`config.mk`:
```
export PLATFORM = sky130hd
export DESIGN_NAME = apb_uart
export DESIGN_NICKNAME = d
export VERILOG_FILES = /design/src/rtl/apb_uart_pkg.sv /design/src/rtl/apb_uart_fifo.sv /design/src/rtl/apb_uart.sv
export SDC_FILE = /design/constraint.sdc
export NUM_CORES = 1
export LEC_CHECK = 0
export ABC_AREA = 0
export CORE_ASPECT_RATIO = 0.7
export CORE_MARGIN = 2
export CORE_UTILIZATION = 60
export CTS_CLUSTER_SIZE = 40
export DETAILED_ROUTE_END_ITERATION = 8
export PLACE_DENSITY = 0.92
export SLEW_MARGIN = 15
export SYNTH_ARGS = -nofsm -noshare
export SYNTH_HDL_FRONTEND = slang
export SYNTH_SLANG_ARGS = --single-unit
export TNS_END_PERCENT = 20
```
`constraint.sdc`:
```
create_clock -name clk -period 8.9 [get_ports clk]
set_input_delay 0.89 -clock clk [delete_from_list [all_inputs] [get_ports clk]]
set_output_delay 0.89 -clock clk [all_outputs]
set_load 0.02 [all_outputs]
```
`src/rtl/apb_uart_pkg.sv`:
```
// Shared definitions for the APB UART: register map, bit positions, reset
// values and the serial FSM state type used by both TX and RX engines.
package apb_uart_pkg;

    localparam logic [1:0] REG_DATA     = 2'd0;
    localparam logic [1:0] REG_STATUS   = 2'd1;
    localparam logic [1:0] REG_CTRL     = 2'd2;
    localparam logic [1:0] REG_UNMAPPED = 2'd3;

    localparam int ST_TX_FULL   = 0;
    localparam int ST_TX_EMPTY  = 1;
    localparam int ST_RX_VALID  = 2;
    localparam int ST_OVERRUN   = 3;
    localparam int ST_FRAME_ERR = 4;
    localparam int ST_TX_BUSY   = 5;

    localparam int CTRL_TX_EN     = 0;
    localparam int CTRL_RX_EN     = 1;
    localparam int CTRL_RX_IRQ_EN = 2;
    localparam int CTRL_TX_IRQ_EN = 3;
    localparam int CTRL_DIV_LSB   = 16;

    localparam logic [31:0] CTRL_RESET = 32'h0010_0000;

    typedef enum logic [1:0] {
        SER_IDLE,
        SER_START,
        SER_DATA,
        SER_STOP
    } ser_state_t;

    // Divisors below 2 would leave no room for a mid-bit sample point.
    function automatic logic [15:0] bit_period(input logic [15:0] div);
        return (div < 16'd2) ? 16'd2 : div;
    endfunction

endpackage

```
`src/rtl/apb_uart_fifo.sv`:
```
// Synchronous first-word-fall-through FIFO with count-based full/empty;
// pushes into a full FIFO and pops from an empty FIFO are ignored.
module apb_uart_fifo
    import apb_uart_pkg::*;
#(
    parameter int DEPTH = 4,
    parameter int WIDTH = 8
) (
    input  logic             clk,
    input  logic             reset,
    input  logic             push,
    input  logic             pop,
    input  logic [WIDTH-1:0] din,
    output logic [WIDTH-1:0] dout,
    output logic             full,
    output logic             empty
);

    localparam int AW = $clog2(DEPTH);
    localparam logic [AW:0] FULL_COUNT = DEPTH[AW:0];

    logic [WIDTH-1:0] mem [DEPTH];
    logic [AW-1:0]    wr_ptr;
    logic [AW-1:0]    rd_ptr;
    logic [AW:0]      count;
    logic             do_push;
    logic             do_pop;

    assign full    = (count == FULL_COUNT);
    assign empty   = (count == '0);
    assign do_push = push & ~full;
    assign do_pop  = pop & ~empty;
    assign dout    = mem[rd_ptr];

    always_ff @(posedge clk) begin
        if (reset) begin
            wr_ptr <= '0;
            rd_ptr <= '0;
            count  <= '0;
        end else begin
            if (do_push) wr_ptr <= wr_ptr + 1'b1;
            if (do_pop)  rd_ptr <= rd_ptr + 1'b1;
            case ({do_push, do_pop})
                2'b10:   count <= count + 1'b1;
                2'b01:   count <= count - 1'b1;
                default: count <= count;
            endcase
        end
    end

    always_ff @(posedge clk) begin
        if (do_push) mem[wr_ptr] <= din;
    end

endmodule

```
`src/rtl/apb_uart.sv`:
```
// APB slave UART: 8N1 transmitter fed by a small FIFO, receiver into a single
// holding register, programmable baud divisor, sticky errors and level irq.
module apb_uart
    import apb_uart_pkg::*;
#(
    parameter int TX_DEPTH  = 4,
    parameter int DIV_WIDTH = 16
) (
    input  logic        clk,
    input  logic        reset,
    input  logic [31:0] paddr,
    input  logic        pwrite,
    input  logic        psel,
    input  logic        penable,
    input  logic [31:0] pwdata,
    output logic [31:0] prdata,
    output logic        pready,
    output logic        pslverr,
    output logic        txd,
    input  logic        rxd,
    output logic        irq
);

    logic                 acc;
    logic                 wr_acc;
    logic                 rd_acc;
    logic [1:0]           reg_sel;
    logic                 rd_data;
    logic                 st_wr;

    logic                 tx_en;
    logic                 rx_en;
    logic                 rx_irq_en;
    logic                 tx_irq_en;
    logic [DIV_WIDTH-1:0] div;
    logic [15:0]          period;

    logic                 fifo_push;
    logic                 fifo_pop;
    logic [7:0]           fifo_dout;
    logic                 fifo_full;
    logic                 fifo_empty;

    ser_state_t           tx_state;
    ser_state_t           tx_state_nxt;
    logic [15:0]          tx_cnt;
    logic [15:0]          tx_cnt_nxt;
    logic [2:0]           tx_bit;
    logic [2:0]           tx_bit_nxt;
    logic [7:0]           tx_sh;
    logic [7:0]           tx_sh_nxt;
    logic                 txd_nxt;
    logic                 tx_busy;

    logic                 rxd_p0;
    logic                 rxd_p1;
    logic                 rxd_p2;
    ser_state_t           rx_state;
    ser_state_t           rx_state_nxt;
    logic [15:0]          rx_cnt;
    logic [15:0]          rx_cnt_nxt;
    logic [2:0]           rx_bit;
    logic [2:0]           rx_bit_nxt;
    logic [7:0]           rx_sh;
    logic [7:0]           rx_sh_nxt;
    logic                 rx_deliver;
    logic                 rx_accept;

    logic [7:0]           rx_hold;
    logic                 rx_valid;
    logic                 overrun;
    logic                 frame_err;
    logic [31:0]          status_word;
    logic [31:0]          ctrl_word;

    logic                 unused_bits;

    assign unused_bits = ^{paddr[31:4], paddr[1:0], pwdata[15:8]};

    assign acc       = psel & penable;
    assign wr_acc    = acc & pwrite;
    assign rd_acc    = acc & ~pwrite;
    assign reg_sel   = paddr[3:2];
    assign rd_data   = rd_acc & (reg_sel == REG_DATA);
    assign st_wr     = wr_acc & (reg_sel == REG_STATUS);
    assign fifo_push = wr_acc & (reg_sel == REG_DATA);
    assign pready    = 1'b1;
    assign period    = bit_period(16'(div));
    assign tx_busy   = (tx_state != SER_IDLE);

    assign status_word = {26'b0, tx_busy, frame_err, overrun, rx_valid, fifo_empty, fifo_full};
    assign ctrl_word   = {16'(div), 12'b0, tx_irq_en, rx_irq_en, rx_en, tx_en};

    apb_uart_fifo #(
        .DEPTH (TX_DEPTH),
        .WIDTH (8)
    ) u_tx_fifo (
        .clk   (clk),
        .reset (reset),
        .push  (fifo_push),
        .pop   (fifo_pop),
        .din   (pwdata[7:0]),
        .dout  (fifo_dout),
        .full  (fifo_full),
        .empty (fifo_empty)
    );

    always_comb begin
        prdata  = '0;
        pslverr = 1'b0;
        if (acc) begin
            case (reg_sel)
                REG_DATA: begin
                    if (pwrite)        pslverr = fifo_full;
                    else if (rx_valid) prdata  = {24'b0, rx_hold};
                    else               pslverr = 1'b1;
                end
                REG_STATUS: if (!pwrite) prdata = status_word;
                REG_CTRL:   if (!pwrite) prdata = ctrl_word;
                default:    pslverr = 1'b1;
            endcase
        end
    end

    always_ff @(posedge clk) begin
        if (reset) begin
            tx_en     <= CTRL_RESET[CTRL_TX_EN];
            rx_en     <= CTRL_RESET[CTRL_RX_EN];
            rx_irq_en <= CTRL_RESET[CTRL_RX_IRQ_EN];
            tx_irq_en <= CTRL_RESET[CTRL_TX_IRQ_EN];
            div       <= CTRL_RESET[CTRL_DIV_LSB +: DIV_WIDTH];
        end else if (wr_acc && reg_sel == REG_CTRL) begin
            tx_en     <= pwdata[CTRL_TX_EN];
            rx_en     <= pwdata[CTRL_RX_EN];
            rx_irq_en <= pwdata[CTRL_RX_IRQ_EN];
            tx_irq_en <= pwdata[CTRL_TX_IRQ_EN];
            div       <= pwdata[CTRL_DIV_LSB +: DIV_WIDTH];
        end
    end

    // TX engine: each bit state reloads the counter from the current divisor.
    always_comb begin
        tx_state_nxt = tx_state;
        tx_cnt_nxt   = tx_cnt;
        tx_bit_nxt   = tx_bit;
        tx_sh_nxt    = tx_sh;
        txd_nxt      = txd;
        fifo_pop     = 1'b0;
        case (tx_state)
            SER_IDLE: begin
                txd_nxt = 1'b1;
                if (tx_en && !fifo_empty) begin
                    fifo_pop     = 1'b1;
                    tx_sh_nxt    = fifo_dout;
                    tx_state_nxt = SER_START;
                    tx_cnt_nxt   = period - 16'd1;
                    txd_nxt      = 1'b0;
                end
            end
            SER_START: begin
                if (tx_cnt == '0) begin
                    tx_state_nxt = SER_DATA;
                    tx_bit_nxt   = 3'd0;
                    tx_cnt_nxt   = period - 16'd1;
                    txd_nxt      = tx_sh[0];
                end else begin
                    tx_cnt_nxt = tx_cnt - 16'd1;
                end
            end
            SER_DATA: begin
                if (tx_cnt == '0) begin
                    tx_cnt_nxt = period - 16'd1;
                    if (tx_bit == 3'd7) begin
                        tx_state_nxt = SER_STOP;
                        txd_nxt      = 1'b1;
                    end else begin
                        tx_sh_nxt  = tx_sh >> 1;
                        txd_nxt    = tx_sh[1];
                        tx_bit_nxt = tx_bit + 3'd1;
                    end
                end else begin
                    tx_cnt_nxt = tx_cnt - 16'd1;
                end
            end
            SER_STOP: begin
                if (tx_cnt == '0) begin
                    // Chain straight into the next start bit so frames are back-to-back.
                    if (tx_en && !fifo_empty) begin
                        fifo_pop     = 1'b1;
                        tx_sh_nxt    = fifo_dout;
                        tx_state_nxt = SER_START;
                        tx_cnt_nxt   = period - 16'd1;
                        txd_nxt      = 1'b0;
                    end else begin
                        tx_state_nxt = SER_IDLE;
                        txd_nxt      = 1'b1;
                    end
                end else begin
                    tx_cnt_nxt = tx_cnt - 16'd1;
                end
            end
            default: tx_state_nxt = SER_IDLE;
        endcase
    end

    always_ff @(posedge clk) begin
        if (reset) begin
            tx_state <= SER_IDLE;
            tx_cnt   <= '0;
            tx_bit   <= '0;
            txd      <= 1'b1;
        end else begin
            tx_state <= tx_state_nxt;
            tx_cnt   <= tx_cnt_nxt;
            tx_bit   <= tx_bit_nxt;
            txd      <= txd_nxt;
        end
    end

    always_ff @(posedge clk) begin
        tx_sh <= tx_sh_nxt;
    end

    // rxd_p0/p1 synchronize the pin; rxd_p2 only serves falling-edge detection.
    always_ff @(posedge clk) begin
        if (reset) begin
            rxd_p0 <= 1'b1;
            rxd_p1 <= 1'b1;
            rxd_p2 <= 1'b1;
        end else begin
            rxd_p0 <= rxd;
            rxd_p1 <= rxd_p0;
            rxd_p2 <= rxd_p1;
        end
    end

    always_comb begin
        rx_state_nxt = rx_state;
        rx_cnt_nxt   = rx_cnt;
        rx_bit_nxt   = rx_bit;
        rx_sh_nxt    = rx_sh;
        rx_deliver   = 1'b0;
        case (rx_state)
            SER_IDLE: begin
                if (rx_en && rxd_p2 && !rxd_p1) begin
                    rx_state_nxt = SER_START;
                    rx_cnt_nxt   = (period >> 1) - 16'd1;
                end
            end
            SER_START: begin
                if (rx_cnt == '0) begin
                    if (!rxd_p1) begin
                        rx_state_nxt = SER_DATA;
                        rx_bit_nxt   = 3'd0;
                        rx_cnt_nxt   = period - 16'd1;
                    end else begin
                        rx_state_nxt = SER_IDLE;
                    end
                end else begin
                    rx_cnt_nxt = rx_cnt - 16'd1;
                end
            end
            SER_DATA: begin
                if (rx_cnt == '0) begin
                    rx_sh_nxt  = {rxd_p1, rx_sh[7:1]};
                    rx_cnt_nxt = period - 16'd1;
                    if (rx_bit == 3'd7) rx_state_nxt = SER_STOP;
                    else                rx_bit_nxt   = rx_bit + 3'd1;
                end else begin
                    rx_cnt_nxt = rx_cnt - 16'd1;
                end
            end
            SER_STOP: begin
                if (rx_cnt == '0) begin
                    rx_deliver   = 1'b1;
                    rx_state_nxt = SER_IDLE;
                end else begin
                    rx_cnt_nxt = rx_cnt - 16'd1;
                end
            end
            default: rx_state_nxt = SER_IDLE;
        endcase
    end

    always_ff @(posedge clk) begin
        if (reset) begin
            rx_state <= SER_IDLE;
            rx_cnt   <= '0;
            rx_bit   <= '0;
        end else begin
            rx_state <= rx_state_nxt;
            rx_cnt   <= rx_cnt_nxt;
            rx_bit   <= rx_bit_nxt;
        end
    end

    always_ff @(posedge clk) begin
        rx_sh <= rx_sh_nxt;
    end

    // A read in the same cycle frees the holding register for the new byte.
    assign rx_accept = ~rx_valid | rd_data;

    always_ff @(posedge clk) begin
        if (rx_deliver && rx_accept) rx_hold <= rx_sh;
    end

    always_ff @(posedge clk) begin
        if (reset) begin
            rx_valid  <= 1'b0;
            overrun   <= 1'b0;
            frame_err <= 1'b0;
        end else begin
            if (st_wr && pwdata[ST_OVERRUN])   overrun   <= 1'b0;
            if (st_wr && pwdata[ST_FRAME_ERR]) frame_err <= 1'b0;
            if (rx_deliver && !rxd_p1)         frame_err <= 1'b1;
            if (rx_deliver) begin
                if (rx_accept) rx_valid <= 1'b1;
                else           overrun  <= 1'b1;
            end else if (rd_data) begin
                rx_valid <= 1'b0;
            end
        end
    end

    always_ff @(posedge clk) begin
        if (reset) irq <= 1'b0;
        else       irq <= (rx_irq_en & rx_valid) | (tx_irq_en & fifo_empty & ~tx_busy);
    end

endmodule

```
Word-level counts from Yosys, hierarchy flattened --
Memories as Yosys holds them, arrays and structs flattened. A register that Yosys moved wholly into a read port is not among the register bits. Cells that the tools add are included.
Word-level totals: register bits after elaboration 101, RAM bits 32, bits of input ports 70, output and inout bits 36, word-level logic and storage cells 191, memories 1
Memory list:
- u_tx_fifo.mem | depth 4, width 8, read ports 1, clocked after memory_dff 1, write ports 1, line apb_uart_fifo.sv:22 | logic [WIDTH-1:0] mem [DEPTH];
Operators by class: add/subtract/negate cells 10, $lt $le $gt $ge 1, equality and inequality tests 29, muxes and demuxes 73, bitwise logic cells 18, reduce and logical (&&, ||, !) cells 34
Operators with widths (count):
- 16-bit 2-to-1 mux | 9
- 32-bit one-hot mux with 3 select lines | 1
- 32-bit 2-to-1 mux | 2
- 16-bit one-hot mux with 4 select lines | 1
- 8-bit 2-to-1 mux | 6
- 16-bit one-hot mux with 3 select lines | 1
- 16-bit by 1-bit subtractor with 16-bit output (second input constant) | 3
- 16-bit zero test | 2
- 2-bit inequality test (second input constant) | 14
- 2-bit 2-to-1 mux | 13
- 8-bit one-hot mux with 3 select lines | 1
- 1-bit 2-to-1 mux | 23
- 3-bit 2-to-1 mux | 7
- 3-bit one-hot mux with 2 select lines | 3
- 16-bit by 2-bit < comparator with 1-bit output (second input constant) | 1
- 2-bit one-hot mux with 4 select lines | 2
- 15-bit by 1-bit subtractor with 16-bit output (second input constant) | 1
- 5-bit AND reduction | 3
- 2-bit == test (second input constant) | 6
- 2-bit nonzero test | 6
- 1-bit bitwise AND | 11
- 3-bit by 1-bit adder with 3-bit output (second input constant) | 3
- 3-bit == test (second input constant) | 3
- 2-bit by 1-bit == test with 1-bit output (second input constant) | 4
- other kinds (18) | 39

Logic depth before layout (Yosys ltp) --
Gate-level depths: netlist of the first run.
depth in word-level cells 9, gate-level depth with buffers 13, depth with buffers taken out 11

By module --
Synthesis of the first run repeated with hierarchy kept, for this count alone.
Second synthesis, totals: cells, all modules 870, area, all modules 7853.8 um2
By module, submodules not included:
- apb_uart | times used 1, cells each 774, area an instance 6218.5 um2, sequential area each 2122.0 um2
- apb_uart_fifo | times used 1, cells each 96, area an instance 1635.3 um2, sequential area each 1141.1 um2

Worst setup path before layout of the first run --
OpenSTA, ideal clock, no wires.
path kind register to register, from reg div[11], to reg rx_cnt[10], library setup time 0.074 ns, arrival 3.573 ns, data required time 8.826 ns, setup slack 5.253 ns, cell stages (with the launch flop) 14, path buffers 2, period minus slack after synthesis 3.647 ns, cell sequence dfxtp_1 clkbuf_1 or4_1 or2_2 clkbuf_1 o31a_1 inv_1 ha_1 nor3b_1 nand4b_1 xnor2_1 a21oi_1 or4b_2 a31oi_1
Between the ends: word-level cells in the longest chain between the ends 6, elaborated cells between the ends (all ways) 9, those cells by class add/sub (2); order compare (1); mux (6)
RTL lines:
- from (decl) | line apb_uart.sv:35 | logic [DIV_WIDTH-1:0] div;
- from (signal assigned) | line apb_uart.sv:131 | div <= CTRL_RESET[CTRL_DIV_LSB +: DIV_WIDTH];
- from (signal assigned) | line apb_uart.sv:137 | div <= pwdata[CTRL_DIV_LSB +: DIV_WIDTH];
- 16-bit by 2-bit < comparator with 1-bit output | line apb_uart_pkg.sv:34 | return (div < 16'd2) ? 16'd2 : div;
- 16-bit 2-to-1 mux * | line apb_uart_pkg.sv:34
- 16-bit by 1-bit subtractor with 16-bit output | line apb_uart.sv:255, apb_uart.sv:266
- 16-bit 2-to-1 mux | line apb_uart.sv:252 | if (!rxd_p1) begin
- 16-bit 2-to-1 mux | line apb_uart.sv:251 | if (rx_cnt == '0) begin
- 16-bit one-hot mux with 4 select lines * | line apb_uart.sv:243 | case (rx_state)
- to (signal assigned) | line apb_uart.sv:292 | rx_cnt <= rx_cnt_nxt;
- to (decl) | line apb_uart.sv:60 | logic [15:0] rx_cnt;
Every way passes the cells marked *; elsewhere a longest branch is shown, timed or not. The select of a mux whose other input is x is not followed. A chain may end at the register's enable or synchronous reset.

Final worst setup path of the first run --
from reg div[6], to reg rx_cnt[10]
The elaborated chain is that of the path after synthesis.

==> reports/metrics.cfg, run 1 <==
[status]
status = finished with violations
violations = DRC

[final_layout]
seq_area_um2 = 3263
nets = 999
n_antenna_cell = 0
syn_to_final_growth_pct = 15.18
mostFrequentLayoutCell = nand2_1
drive_above_1_share_pct = 7.768
final_cell_mix = nand2_1 (98), nor2_1 (83), dfxtp_1 (79), a21oi_1 (73), clkdlybuf4s50_1 (57)
multi_input_area_um2 = 4167
fillers = 840
fin_cells = 1076
final_area_um2 = 8970

[synth]
synth_edf_count = 56
synth_compound_area_share_pct = 19.62
yosys_warnings = 0
netlist-cell-type-count = 74
synthMuxAreaShare_pct = 2.956
avgSynthCellArea_um2 = 8.920
synth.ff_latch_count = 135
yosys.area.top_type = edfxtp_1
synthAdderAreaFrac_pct = 4.595
syn_inst = 873
synth_area_leaders = edfxtp_1 (22%), dfxtp_1 (20%), nand2_1 (4.7%)
synth_area_um2 = 7787
synth_top_area_share_pct = 21.59
synthArstFlopShare_pct = 0
synth-simple-area-share_pct = 21.00
seq_area_frac_synth_pct = 41.90
synth_top_family_by_area = simple AND/OR/NAND/NOR gates
ys_dominant_reg_cell = dfxtp_1
synth_xor_area_share_pct = 4.836

[grt]
antenna_found_initial = 1
grt_overflow_total = 0
grt_usage_pct = 31.59
grt_first_pass_wirelength_um = 34640
grt_start_max_net_pins = 67
grt_pass1_vias = 6699

[floorplanning]
rows = 34
io_pins = 106
start_util_pct = 62.05
dieArea_um2 = 13920
coreArea_um2 = 12550
die_y_um = 99.32
die_w_um = 140.2

[pwr]
p_leak_nw = 3.208
max-vdd-ir-drop_v = 0.0001517
pwr_density_cell_nw_per_um2 = 201.5

[sta]
drv_slew = 0
fmax_ghz = 0.2238
skew_ps = 10.01
rsz0062_at_grt = no
fin_crit_ps = 4468
period_share_pct = 50.20
holdWs_ps = 421.5
hold_viol = 0
setup_tns_ps = 0
finalSetupViolCount = 0
tightest_slew_ps = 1042
slew_headroom_pct = 30.51

[cts]
cts_root_buf = clkbuf_16
cts_buffers = 17
clock_path_buffers = 2
cts_tree = yes
postCtsSetupRepairBufs = 0
cts.clk_slew.worst_paths_ps = 60
clock_latency_ps = 420
cts.sinks = 135
ctsResizeCount = 0
cts_max_level = 4
postCtsHoldBufs = 0

[placed_design]
dp_cells = 1044
port_buffers = 58
gp_congestion = 1.006
dpl-instance-area_um2 = 8366
dpl.hpwl_um = 14820

[worst_setup_path]
startpoint_type = flip-flop
critical_path_class = flip-flop to flip-flop
required_ps = 9250
worstPathMaxFanout = 12
reg2reg_slack_ps = 4430
max_stage_delay_ps = 640
crit_path_cell_trace = or4_1 -> or2_2 -> o31a_1 -> inv_1 -> ha_1 -> nor3b_1 -> nand4b_1 -> xnor2_1 -> a21oi_1 -> or4b_2 -> a31oi_1
crit_slowest_cell = or4b_2
cp-end-kind = flip-flop
worstPathArrival_ps = 4820

[routing]
drt-total-wl_um = 21800
avgRoutedWirePerCell_um = 20.26
vias = 7244
drtIter0Drc = 1019
drtPass1Iterations = 8
ant_nets = 0
via_per_inst = 6.732
route.detailed.drc = 3

[worst_hold_path]
hold_class = flip-flop to flip-flop

[job]
maxCapViolCount = 0

[per-layer routing]
metal | share of wire [%] | vias up | GRT usage [%]
met5 | 0 | - | 0
met4 | 3.8 | 0 | 13.44
met3 | 14 | 100 | 8.281
met2 | 43 | 583 | 46.76
met1 | 39 | 3338 | 44.14
li1 | - | 3223 | -
[power by group]
part	switching (mW)	internal, mW	total [mW]	leakage [nW]
logic	0.253	0.140	0.393	1.77
registers	0.0206	0.661	0.682	1.15
clock network	0.287	0.445	0.732	0.294
[state kept, by name, summed over array words and instances (netlist names), 8 cells and up, named ones only]
name           cells
rx_hold            8
rx_sh              8
u_tx_fifo.mem     32
tx_cnt            16
div               16
tx_sh              8
rx_cnt            16
[synth_stat cells (all sizes together) (5+ instances only)]
cell and number:
a211oi 9, a21oi 73, a22o 8, a22oi 8, a31oi 7, a32oi 6, and2 27, and3 7
buf 17, clkbuf 46, dfxtp 79, edfxtp 56, ha 27, inv 28, mux2i 5, mux4 8
nand2 98, nand2b 7, nand3 15, nor2 83, nor3 27, nor3b 5, nor4 10, o211ai 8
o21ai 45, o31ai 9, or2 15, or3 6, or4 12, xnor2 22, xor2 21
[critical path, delay by kind of cell (launching register included)]
kind / cells / cell delay, ps
and+or+nand+nor: 5 / 2320
adders and majority gates: 1 / 190
buffers and inverters: 1 / 140
AOI/OAI and AO/OA: 3 / 710
xor gates and xnor gates: 1 / 550
DFF: 1 / 470
[kinds of logic (layout without fill, tap and decap cells)]
logic type	count (synthesis)	after routing
XOR/XNOR	43	43
buffers and inverters	91	125
AO/OA/AOI/OAI	230	230
multiplexers	13	13
adder cells (fa/ha/maj)	28	28
AND/OR/NAND/NOR	331	331
other	2	9
flip-flops	135	135
[worst paths after layout]
kind              cells after the start                       to           startpoint
setup / recovery                     11  rx_cnt[10]$_SDFFE_PP0P_  div[6]$_SDFFE_PP0P_
hold / removal                        0     rx_hold[0]$_DFFE_PP_   rx_sh[0]$_DFFE_PP_
setup reg to reg                     11  rx_cnt[10]$_SDFFE_PP0P_  div[6]$_SDFFE_PP0P_
hold reg to reg                       0     rx_hold[0]$_DFFE_PP_   rx_sh[0]$_DFFE_PP_
[layout make-up]
type	count	share of cell area, %
multi-input combinational	654	46.45
sequential	135	36.38
timing repair buffer	65	7.002
clock buffer	19	4.826
tap	162	2.260
clock inverter	13	1.911
inverter	28	1.172
[through the flow]
| step | power (mW) | utilization (%) | worst slack, ps |
|---|---|---|---|
| 5_1_grt | 1.863 | 71.48 | 4316 |
| 3_5_place_dp | 1.068 | 66.66 | 4714 |
| 6_report | 1.807 | 71.48 | 4432 |
| 2_1_floorplan | 0.9724 | - | 5253 |
| 3_3_place_gp | 1.062 | 66.66 | 4700 |
| 4_1_cts | 1.791 | 71.48 | 4637 |
Power figures use the tool's default switching activity.
==> inputs of run 2 (changes only) <==
--- a/config.mk
+++ b/config.mk
@@ -8,10 +8,10 @@
 export ABC_AREA = 0
 export CORE_ASPECT_RATIO = 0.7
 export CORE_MARGIN = 2
-export CORE_UTILIZATION = 60
+export CORE_UTILIZATION = 50
 export CTS_CLUSTER_SIZE = 40
 export DETAILED_ROUTE_END_ITERATION = 8
-export PLACE_DENSITY = 0.92
+export PLACE_DENSITY = 0.83
 export SLEW_MARGIN = 15
 export SYNTH_ARGS = -nofsm -noshare
 export SYNTH_HDL_FRONTEND = slang
==> constraint.sdc (replaced) <==
create_clock -name clk -period 3.7 [get_ports clk]
set_input_delay 0.37 -clock clk [delete_from_list [all_inputs] [get_ports clk]]
set_output_delay 0.37 -clock clk [all_outputs]
set_load 0.02 [all_outputs]
==> run 2 against run 1 <==
The run now ends clean. Sequential share of layout area decreased by 1.2 points. Clock power increased by 140%. Via count decreased by 2.3%. Clock skew increased by 2.4 ps. Maximum frequency increased by 27%.
==> reports/metrics.cfg, run 2 (synthesis results as in run 1) <==
[sta]
period_share_pct = 95.00  ; was 50.20%
fmax_ghz = 0.2845  ; was 0.2238 GHz
slew_headroom_pct = 32.71  ; was 30.51%
setup_tns_ps = 0  ; unchanged
finalSetupViolCount = 0  ; unchanged
fin_crit_ps = 3515  ; was 4468 ps
skew_ps = 12.44  ; was 10.01 ps
rsz0062_at_grt = no  ; unchanged
tightest_slew_ps = 1000  ; was 1042 ps
hold_viol = 0  ; unchanged
drv_slew = 0  ; unchanged

[placed_design]
port_buffers = 58  ; unchanged
gp_congestion = 0.9699  ; was 1.006
dpl.hpwl_um = 15280  ; was 14,820 um
dpl-instance-area_um2 = 8653  ; was 8366 um^2
dp_cells = 1114  ; was 1,044

[final_layout]
largest_register_ff_count = 32  ; unchanged
fin_cells = 1147  ; was 1,076
drive_above_1_share_pct = 11.09  ; was 7.768%
final_area_um2 = 9276  ; was 8970 um^2
regMostFlops = u_tx_fifo.mem  ; unchanged
final_cell_mix = nand2_1 (98), nor2_1 (83), dfxtp_1 (79), a21oi_1 (73), clkdlybuf4s50_1 (57)  ; unchanged
n_antenna_cell = 0  ; unchanged
syn_to_final_growth_pct = 19.12  ; was 15.18%
mostFrequentLayoutCell = nand2_1  ; unchanged
fillers = 1237  ; was 840
nets = 1032  ; was 999

[pwr]
max-vdd-ir-drop_v = 0.0003299  ; was 0.0001517 V
p_total_mw = 4.418  ; was 1.807 mW
p_leak_nw = 3.378  ; was 3.208 nW
pwr_density_cell_nw_per_um2 = 476.3  ; was 201.5 nW/um^2

[cts]
cts_root_buf = clkbuf_16  ; unchanged
clock_latency_ps = 430  ; was 420 ps
clock_path_buffers = 2  ; unchanged
cts_tree = yes  ; unchanged
cts_max_level = 4  ; unchanged
cts_buffers = 17  ; unchanged
cts.clk_slew.worst_paths_ps = 60  ; about the same
cts.sinks = 135  ; unchanged

[status]
status = finished, final reports clean  ; was finished with violations

[worst_setup_path]
crit_path_cell_trace = or3_1 -> nor2_1 -> a31oi_1 -> ha_1 -> or4b_2 -> or4_1 -> nor3_1 -> a21boi_0 -> o31ai_1 -> o211ai_1  ; was or4_1 -> or2_2 -> o31a_1 -> inv_1 -> ha_1 -> nor3b_1 -> nand4b_1 -> xnor2_1 -> a21oi_1 -> or4b_2 -> a31oi_1
worstPathArrival_ps = 3800  ; was 4820 ps
cp-end-kind = flip-flop  ; unchanged
critical_path_class = flip-flop to flip-flop  ; unchanged
startpoint_type = flip-flop  ; unchanged
max_stage_delay_ps = 640  ; about the same
required_ps = 3990  ; was 9250 ps
worstPathMaxFanout = 5  ; was 12
crit_slowest_cell = or4b_2  ; unchanged

[routing]
avgRoutedWirePerCell_um = 19.42  ; was 20.26 um
drtPass1Iterations = 6  ; was 8
drtIter0Drc = 829  ; was 1,019
drt-total-wl_um = 22270  ; was 21,800 um
route.detailed.drc = 0  ; was 3
via_per_inst = 6.168  ; was 6.732
ant_nets = 0  ; unchanged
vias = 7075  ; was 7,244

[grt]
grt_start_max_net_pins = 46  ; was 67
antenna_found_initial = 0  ; was 1
grt_overflow_total = 0  ; unchanged
grt_first_pass_wirelength_um = 35390  ; was 34,640 um
grt_pass1_vias = 6626  ; was 6,699
grt_usage_pct = 27.15  ; was 31.59%

[floorplanning]
io_pins = 106  ; unchanged
coreArea_um2 = 15360  ; was 12,550 um^2
dieArea_um2 = 16610  ; was 13,920 um^2
start_util_pct = 50.71  ; was 62.05%
die_w_um = 153.2  ; was 140.2 um
die_y_um = 108.4  ; was 99.32 um
rows = 38  ; was 34

[job]
maxCapViolCount = 0  ; unchanged

[worst_hold_path]
hold_class = input port to flip-flop  ; was flip-flop to flip-flop

[run 2: changes by cell type in the layout (fill, tap and decap cells not counted)]
cell	before	now
buf_4	7	40
inv_6	2	5
clkinv_4	4	2
clkbuf_8	0	1
clkinv_2	2	1
inv_8	1	0
nor3b_1	5	4
nor3b_2	0	1
[run 2: repair_timing]
| item | in CTS | in global routing |
|---|---|---|
| resized for setup | 0 | 1 |
| endpoints found under the setup margin | 0 | 4 |
| hold buffers | 0 | 0 |
| setup buffers | 0 | 1 |
[run 2: path summary, 6_finish.rpt]
check | from | to | slack [ps] | cells past startpoint
setup reg to reg | div[8]$_SDFFE_PP0P_ | tx_cnt[15]$_SDFF_PP0_ | 180 | 10
hold reg to reg | rxd_p0$_SDFF_PP1_ | rxd_p1$_SDFF_PP1_ | 420 | 1
hold / removal | reset | tx_cnt[2]$_SDFF_PP0_ | 410 | 2
setup / recovery | div[8]$_SDFFE_PP0P_ | tx_cnt[15]$_SDFF_PP0_ | 180 | 10
[run 2: final cells by class]
type / count / area (um^2) / share of cell area, %
Multi-Input combinational cell: 654 / 4172 / 44.97
Sequential cell: 135 / 3263 / 35.18
Timing Repair Buffer: 98 / 875.8 / 9.442
Clock buffer: 20 / 446.7 / 4.815
Tap cell: 200 / 250.2 / 2.698
Clock inverter: 12 / 163.9 / 1.767
Inverter: 28 / 105.1 / 1.133
[run 2: routing by layer]
metal / vias up / GRT usage, % / routed length [um]
met5: - / 0 / 0
met4: 0 / 9.127 / 456
met3: 56 / 6.573 / 2558
met2: 440 / 39.67 / 9412
met1: 3292 / 39.48 / 9844
li1: 3287 / - / -
[run 2: worst max-delay path, delay by kind of cell, from the launching register on]
| family | cells | cell delay, ps |
|---|---|---|
| AND/OR/NAND/NOR | 5 | 1740 |
| adder cells (fa/ha/maj) | 1 | 270 |
| flip-flops | 1 | 320 |
| AO/OA/AOI/OAI | 4 | 1040 |
[run 2: stage by stage]
stage | utilization (%) | setup WS [ps] | hold slack (ps)
floorplan | - | 53.15 | 392.5
global placement | 56.35 | 218.0 | 393.8
detailed placement | 56.35 | 232.8 | 403.0
CTS | 60.32 | 131.4 | 389.5
global route | 60.40 | 11.41 | 418.9
finish | 60.40 | 185.0 | 406.1
[run 2: power breakdown]
part	internal (mW)	switching, mW	total [mW]
Sequential	1.59	0.0458	1.64
Clock	1.09	0.683	1.77
Combinational	0.375	0.634	1.01
